File: config.mk
export PLATFORM = sky130hd
export DESIGN_NAME = score_keeper_bcd
export DESIGN_NICKNAME = d
export VERILOG_FILES = /design/src/rtl/score_keeper_bcd.sv
export SDC_FILE = /design/constraint.sdc
export NUM_CORES = 1
export LEC_CHECK = 0
export BUFFER_PORTS_ARGS = -buffer_cell sky130_fd_sc_hd__buf_2
export CAP_MARGIN = 20
export CORE_MARGIN = 2
export CORE_UTILIZATION = 40
export DETAILED_ROUTE_END_ITERATION = 12
export GPL_ROUTABILITY_DRIVEN = 0
export PLACE_DENSITY = 0.6
export SYNTH_ARGS = -nofsm -noshare
export SYNTH_HDL_FRONTEND = slang
export SYNTH_SLANG_ARGS = --single-unit
export TNS_END_PERCENT = 30
File: constraint.sdc
create_clock -name clk -period 1.6 [get_ports clk]
set_input_delay 0.16 -clock clk [delete_from_list [all_inputs] [get_ports clk]]
set_output_delay 0.16 -clock clk [all_outputs]
set_load 0.005 [all_outputs]
File: src/rtl/score_keeper_bcd.sv
// Multi-player BCD score keeper for Pong: per-player ripple-carry BCD counters,
// saturate/wrap at all-9s, overflow strobes and a PLAY/OVER win FSM.
module score_keeper_bcd #(
  parameter int NUM_PLAYERS = 2,
  parameter int DIGITS      = 2,
  parameter int WIN_SCORE   = 11,
  parameter bit WRAP_MODE   = 1'b0,
  localparam int WID        = (NUM_PLAYERS > 1) ? $clog2(NUM_PLAYERS) : 1
) (
  input  logic                          clk,
  input  logic                          reset,
  input  logic [NUM_PLAYERS-1:0]        inc,
  input  logic                          clr,
  output logic [NUM_PLAYERS*DIGITS*4-1:0] score,
  output logic [NUM_PLAYERS-1:0]        ovf,
  output logic                          game_over,
  output logic [WID-1:0]                winner_id
);

  localparam int SW = DIGITS * 4;

  typedef enum logic {
    PLAY = 1'b0,
    OVER = 1'b1
  } state_t;

  function automatic logic [SW-1:0] to_bcd(input int value);
    logic [SW-1:0] r;
    int            v;
    r = '0;
    v = value;
    for (int k = 0; k < DIGITS; k++) begin
      r[k*4 +: 4] = 4'(v % 10);
      v = v / 10;
    end
    return r;
  endfunction

  localparam logic [SW-1:0] WIN_BCD = to_bcd(WIN_SCORE);

  function automatic logic is_all9(input logic [SW-1:0] s);
    logic all9;
    all9 = 1'b1;
    for (int k = 0; k < DIGITS; k++) begin
      if (s[k*4 +: 4] != 4'd9) all9 = 1'b0;
    end
    return all9;
  endfunction

  // Ripple carry: a digit at 9 takes the carry, becomes 0 and passes it on.
  function automatic logic [SW-1:0] bcd_inc(input logic [SW-1:0] s);
    logic [SW-1:0] r;
    logic          carry;
    r     = s;
    carry = 1'b1;
    for (int k = 0; k < DIGITS; k++) begin
      if (carry) begin
        if (s[k*4 +: 4] == 4'd9) begin
          r[k*4 +: 4] = 4'd0;
        end else begin
          r[k*4 +: 4] = s[k*4 +: 4] + 4'd1;
          carry       = 1'b0;
        end
      end
    end
    return r;
  endfunction

  // Terminal-count policy at all-9s: hold, or roll over to zero.
  function automatic logic [SW-1:0] sat_or_wrap(input logic [SW-1:0] s);
    return WRAP_MODE ? '0 : s;
  endfunction

  state_t                           state_p0, state_d;
  logic [NUM_PLAYERS*SW-1:0]        score_p0, score_d;
  logic [NUM_PLAYERS-1:0]           ovf_p0, ovf_d;
  logic [WID-1:0]                   winner_p0, winner_d;

  always_comb begin
    state_d  = state_p0;
    score_d  = score_p0;
    ovf_d    = '0;
    winner_d = winner_p0;
    if (clr) begin
      score_d  = '0;
      winner_d = '0;
      state_d  = PLAY;
    end else if (state_p0 == PLAY) begin
      for (int p = 0; p < NUM_PLAYERS; p++) begin
        if (inc[p]) begin
          if (is_all9(score_p0[p*SW +: SW])) begin
            score_d[p*SW +: SW] = sat_or_wrap(score_p0[p*SW +: SW]);
            ovf_d[p]            = 1'b1;
          end else begin
            score_d[p*SW +: SW] = bcd_inc(score_p0[p*SW +: SW]);
          end
        end
      end
      // Descending scan so the lowest matching index is the one that sticks.
      if (WIN_SCORE != 0) begin
        for (int p = NUM_PLAYERS - 1; p >= 0; p--) begin
          if (score_d[p*SW +: SW] == WIN_BCD) begin
            winner_d = WID'(p);
            state_d  = OVER;
          end
        end
      end
    end
  end

  // ---- stage p0: registered state and outputs ----
  always_ff @(posedge clk) begin
    if (reset) begin
      state_p0  <= PLAY;
      score_p0  <= '0;
      ovf_p0    <= '0;
      winner_p0 <= '0;
    end else begin
      state_p0  <= state_d;
      score_p0  <= score_d;
      ovf_p0    <= ovf_d;
      winner_p0 <= winner_d;
    end
  end

  assign score     = score_p0;
  assign ovf       = ovf_p0;
  assign game_over = (state_p0 == OVER);
  assign winner_id = winner_p0;

endmodule

# Yosys cells after proc, flatten, opt, wreduce, memory -nomap -nowiden
# Cells that the tools add are included.
op_classes:
  eq_ne: 10
  n_reduce_logical: 5
  add_sub_neg: 4
  n_lt_le_gt_ge: 0
  mux: 41
  shifts: 0
  bitwise: 3
  div_mod_pow: 0
  mul: 0
ops:
  columns: ["cell", "count"]
  rows:
  - ["$mux 8", 8]
  - ["$mux 1", 27]
  - ["$mux 4", 6]
  - ["$add 4x1->4 const B", 4]
  - ["$eq 4x4->1 const B", 4]
  - ["$eq 8x5->1 const B", 2]
  - ["$ne 4x4->1 const B", 4]
  - ["$reduce_or 4->1", 2]
  - ["$not 1->1", 3]
  - ["$reduce_and 2->1", 1]
  - ["$reduce_bool 2->1", 1]
  - ["$reduce_or 2->1", 1]
totals:
  romBits: 0
  mem_count: 0
  latchBits: 0
  mem_bits_rw: 0
  input_bits: 5
  elab_cells: 68
  output_inout_bits: 20
  reg_bits: 20

# Logic depth before layout (Yosys ltp)
logic_depth:
  word_depth: 19
  ltp_mapped: 5
  mapped_depth_nobuf: 4

# Worst setup path after synthesis
# No wires, ideal clock.
synth_timing:
  kind: "reg2reg"
  from: "reg score_p0[9] (netlist: score[9])"
  to: "reg winner_p0 (netlist: winner_id)"
  n_path_buf: 0
  slack_ps: 245
  period_less_slack_ps: 1355
  stages_incl_launch_ff: 5
  setup_ps: 70
  arrival_ps: 1285
  t_required_ps: 1530
  path_cell_list: "dfxtp_1 or4b_1 nor3_2 o211ai_1 a21oi_1"
synth_between:
  elab_chain_cells: 14
  word_cells_on_any_way: 22
  classes_between: "1 x add/sub; 3 x eq/ne; 16 x mux; 2 x reduce/logical"
synth_rtl:
  columns: ["item", "line_no", "source"]
  rows:
  - ["from (decl)", "75", "logic [NUM_PLAYERS*SW-1:0] score_p0, score_d;"]
  - ["from (signal assigned)", "120", "score_p0 <= score_d;"]
  - ["$eq 4x4->1", "58", "if (s[k*4 +: 4] == 4'd9) begin"]
  - ["$mux 1", "58", null]
  - ["$mux 1", "91", "if (is_all9(score_p0[p*SW +: SW])) begin"]
  - ["$mux 1", "90", "if (inc[p]) begin"]
  - ["$mux 1", "88", "end else if (state_p0 == PLAY) begin"]
  - ["$mux 1", "84", "if (clr) begin"]
  - ["$mux 4", "57", "if (carry) begin"]
  - ["$mux 8", "91", null]
  - ["$mux 8 (*)", "90", null]
  - ["$mux 8 (*)", "88", null]
  - ["$mux 8 (*)", "84", null]
  - ["$eq 8x5->1 (*)", "102", "if (score_d[p*SW +: SW] == WIN_BCD) begin"]
  - ["$reduce_bool 2->1 (no source line) (*)", null, null]
  - ["$reduce_and 2->1 (no source line) (*)", null, null]
  - ["to (signal assigned)", "122", "winner_p0 <= winner_d;"]
  - ["to (decl)", "77", "logic [WID-1:0] winner_p0, winner_d;"]
# Every way passes the cells marked *; elsewhere a longest branch is shown, timed or not. The select of a mux whose other input is x is not followed.
# A chain may end at the register's enable or synchronous reset.

# Final worst setup path
layout_timing:
  from: "reg score_p0[1] (netlist: score[1])"
  to: "reg score_p0[5] (netlist: score[5])"
layout_between:
  elab_chain_cells: 11
  word_cells_on_any_way: 17
  classes_between: "2 x eq/ne; 15 x mux"
layout_rtl:
  columns: ["item", "line_no"]
  rows:
  - ["$eq 4x4->1", "58"]
  - ["$mux 1", "58"]
  - ["$mux 1", "91"]
  - ["$mux 1", "90"]
  - ["$mux 1", "88"]
  - ["$mux 1", "84"]
  - ["$mux 4", "57"]
  - ["$mux 8 (*)", "91"]
  - ["$mux 8 (*)", "90"]
  - ["$mux 8 (*)", "88"]
  - ["$mux 8 (*)", "84"]
# Marks and branches as above.

==> run summary <==
Clock buffer depth - 2
Top cells by area, synth - dfxtp_1, a21oi_1, nor2_1
Post-Syn Area per Cell - 8.47 sq um
Net count, final - 151
Vias in the first global route - 797
Worst-path clk slew - 0.11 ns
Int Pwr - 0.604 mW
Fmax - 0.687 GHz
Tot GR Track Use - 0.173
Largest net degree at the start of global routing - 20
Yosys top cell area share - 0.408
Post-CTS Setup Inserts - 0
Post-CTS Hold Buffers - 0
Clock group share of total power - 0.307
FP Rows - 17
Pre-CTS worst setup slack - 0.169 ns
PwrDens - 668 nW/um^2
Count of cell types in the netlist - 35
Worst Max-Slew Pin Slew - 0.700 ns
Die H - 53.6 um
Tot Pwr - 0.789 mW
CP required - 1.83 ns
Gr ovfl total - 0
Count of state elements after synthesis - 20
Storage cell area - 400 sq um
Psw - 0.185 mW
Worst setup path start - score[1]
HP Start - clr
CP max stage cell - dfxtp_1
Max_cap viols - 0
Die X - 53.6 um
Run status - finished clean
Cell depth of the worst setup path - 4
# fillers - 227
Final core occ - 0.519
Hold crit path type - in2reg
Max incr delay on CP - 0.40 ns
Vias - 947
Family with the most delay on the worst path - simple AND/OR/NAND/NOR gates
Clock sink total - 20
Layout cells sized above 1 - 0.250
Switching Share - 0.234
Yosys warns - 0
Register area share after synthesis - 0.408
Min Clock Period, post-route - 1.46 ns
Met1 Resource Use GR - 0.210
GRT met2 Usage - 0.294
H-Tree Depth - 1
IO Count - 25
Tcrit/Tclk final - 0.910
Setup CP Type - reg2reg
Synth Cell Area - 982 sq um
Mapped Cells - 116
Leakage - 0.482 nW
R2R Path End - score[5]
Initial cell density of the core - 0.432
First-pass GRT wire length - 3.59 mm
Hold Violations, Final - 0
Antenna cells - 0
Critical Path AT - 1.69 ns
DRT iter0 DRCs - 14
First-pass DRT Iterations - 4
PostCTS Resize Cnt - 0
Total CTS buffers - 3
Pins Over Slew Limit - 0
Worst R2R Setup Slack - 0.14 ns
Sequential share of power - 0.643
Worst setup EP type - register
Sum of negative setup slack - 0 ns
Final Worst Setup Slack - 0.144 ns
CP Buf/Inv Count - 0
Worst rel slew slack - 0.534
Area of the multi-input gates - 547 sq um
Syn_nets - 121
Element type at the critical path start - register
Reg2Reg Depth - 4
DIE AREA - 2870 sq um
Largest area contributor in the netlist - dfxtp_1
DRC errors left - 0
Routed WL - 2.18 mm
DPL Wire Length - 1.52 mm
Most Crowded Layer GR - met2
Area grow syn2layout - 20.3%
Final ANT Viol Nets - 0
Mean number of vias per cell - 5.51
Fin Clk Skew - 0.00213 ns
Antenna violations before repair - 0
Hold depth - 4
TritonCTS clock tree - built
Max VDD drop - 0.000562 V
RSZ-0062 raised after global routing - false
Insertion delay to the later sink of the worst-skew pair - 0.30 ns
Reg2reg start - score[1]
# port buffers - 24
Core area - 2280 sq um
Final setup viols - 0
Final Hold Slack - 0.109 ns
Root Buffer - clkbuf_4
CP Capture Point - score[5]
Gate power share - 0.050
Met3 Use GR - 0.0583
CP max FO - 7
Crit path cell chain - nor3b_4 -> nand3_1 -> or3_1 -> a21oi_1
Wire per inst - 12.7 um
==> power by group through the flow <==
stage / Sequential [mW] / Combinational [mW] / Clock (mW)
2_1_floorplan: 0.517 / 0.0242 / 0
6_report: 0.507 / 0.0393 / 0.242
5_1_grt: 0.508 / 0.0441 / 0.279
3_5_place_dp: 0.519 / 0.0394 / 0
3_3_place_gp: 0.518 / 0.0389 / 0
4_1_cts: 0.507 / 0.0397 / 0.253
==> synth_stat cells, drive strengths merged <==
library cell	count
nand3b	1
a31oi	2
nor4	2
a21oi	12
xor2	3
nand4	5
clkbuf	2
nor2b	1
nor2	14
or3	4
nor3	6
o211ai	1
and4	2
o21a	1
buf	2
a211oi	1
o21ai	3
xnor2	4
nand4bb	1
or4b	1
and2	1
nor3b	2
or2	1
inv	5
nand3	6
nand2	7
and3b	2
and4bb	1
dfxtp	20
mux2i	3
==> worst register-to-register path, stage by stage, from the launching register on <==
cell and delay [ns]:
dfxtp_1 0.40, nor3b_4 0.34, nand3_1 0.17, or3_1 0.36, a21oi_1 0.12
==> registers in the layout, indices dropped and copies added (netlist names) <==
register	flops
score	16
ovf	2
game_over	1
winner_id	1
==> stage by stage <==
stage	cell area, sq um	std cells
final	1180	172
after CTS	1180	172
after detailed placement	1160	169
after global routing	1180	172
after floorplan	982	116
after global placement	1160	169
==> kinds of logic after synthesis <==
group | after synthesis | share of synthesized area
AND/OR/NAND/NOR | 57 | 0.352
AO/OA/AOI/OAI | 20 | 0.112
flip-flops | 20 | 0.408
buffers and inverters | 9 | 0.0357
XOR/XNOR | 7 | 0.0624
multiplexers | 3 | 0.0306
==> how the worst min path moves through the flow <==
stage / endpoint / slack (ns)
2_1_floorplan: winner_id / 0.32
3_3_place_gp: winner_id / 0.44
3_5_place_dp: winner_id / 0.43
4_1_cts: winner_id / 0.10
5_1_grt: winner_id / 0.11
6_report: winner_id / 0.11
==> per-layer routing <==
metal | routed length [um] | vias to the layer above | share of wire
met4 | 17 | 0 | 0.0078
met5 | 0 | - | 0
met1 | 1020 | 436 | 0.47
met3 | 129 | 2 | 0.059
met2 | 1010 | 30 | 0.46
li1 | - | 479 | -
==> layout by cell type (no fill, tap or decap) <==
cell / count
nor2b_1: 1
nand4_2: 1
or4b_1: 1
and4_1: 2
a21oi_1: 12
and2_1: 1
dfxtp_1: 20
buf_4: 5
nor3b_2: 1
nor3_1: 5
buf_2: 24
xnor2_1: 4
mux2i_1: 3
nor3b_4: 1
o21a_1: 1
o21ai_0: 1
clkbuf_4: 3
a211oi_1: 1
nand4bb_1: 1
nor4_1: 2
nand3_1: 6
a31oi_1: 2
or3_1: 4
and3b_1: 2
nand4_1: 4
nor3_2: 1
nor2_1: 14
nand3b_1: 1
or2_1: 1
xor2_1: 3
inv_1: 5
o21ai_1: 2
nand2_1: 7
and4bb_1: 1
o211ai_1: 1
==> layout make-up <==
type / instances / share of cell area
Multi-Input combinational cell: 87 / 0.463
Clock buffer: 3 / 0.0191
Inverter: 5 / 0.0159
Tap cell: 28 / 0.0297
Timing Repair Buffer: 29 / 0.133
Sequential cell: 20 / 0.339
Power figures use the tool's default switching activity.
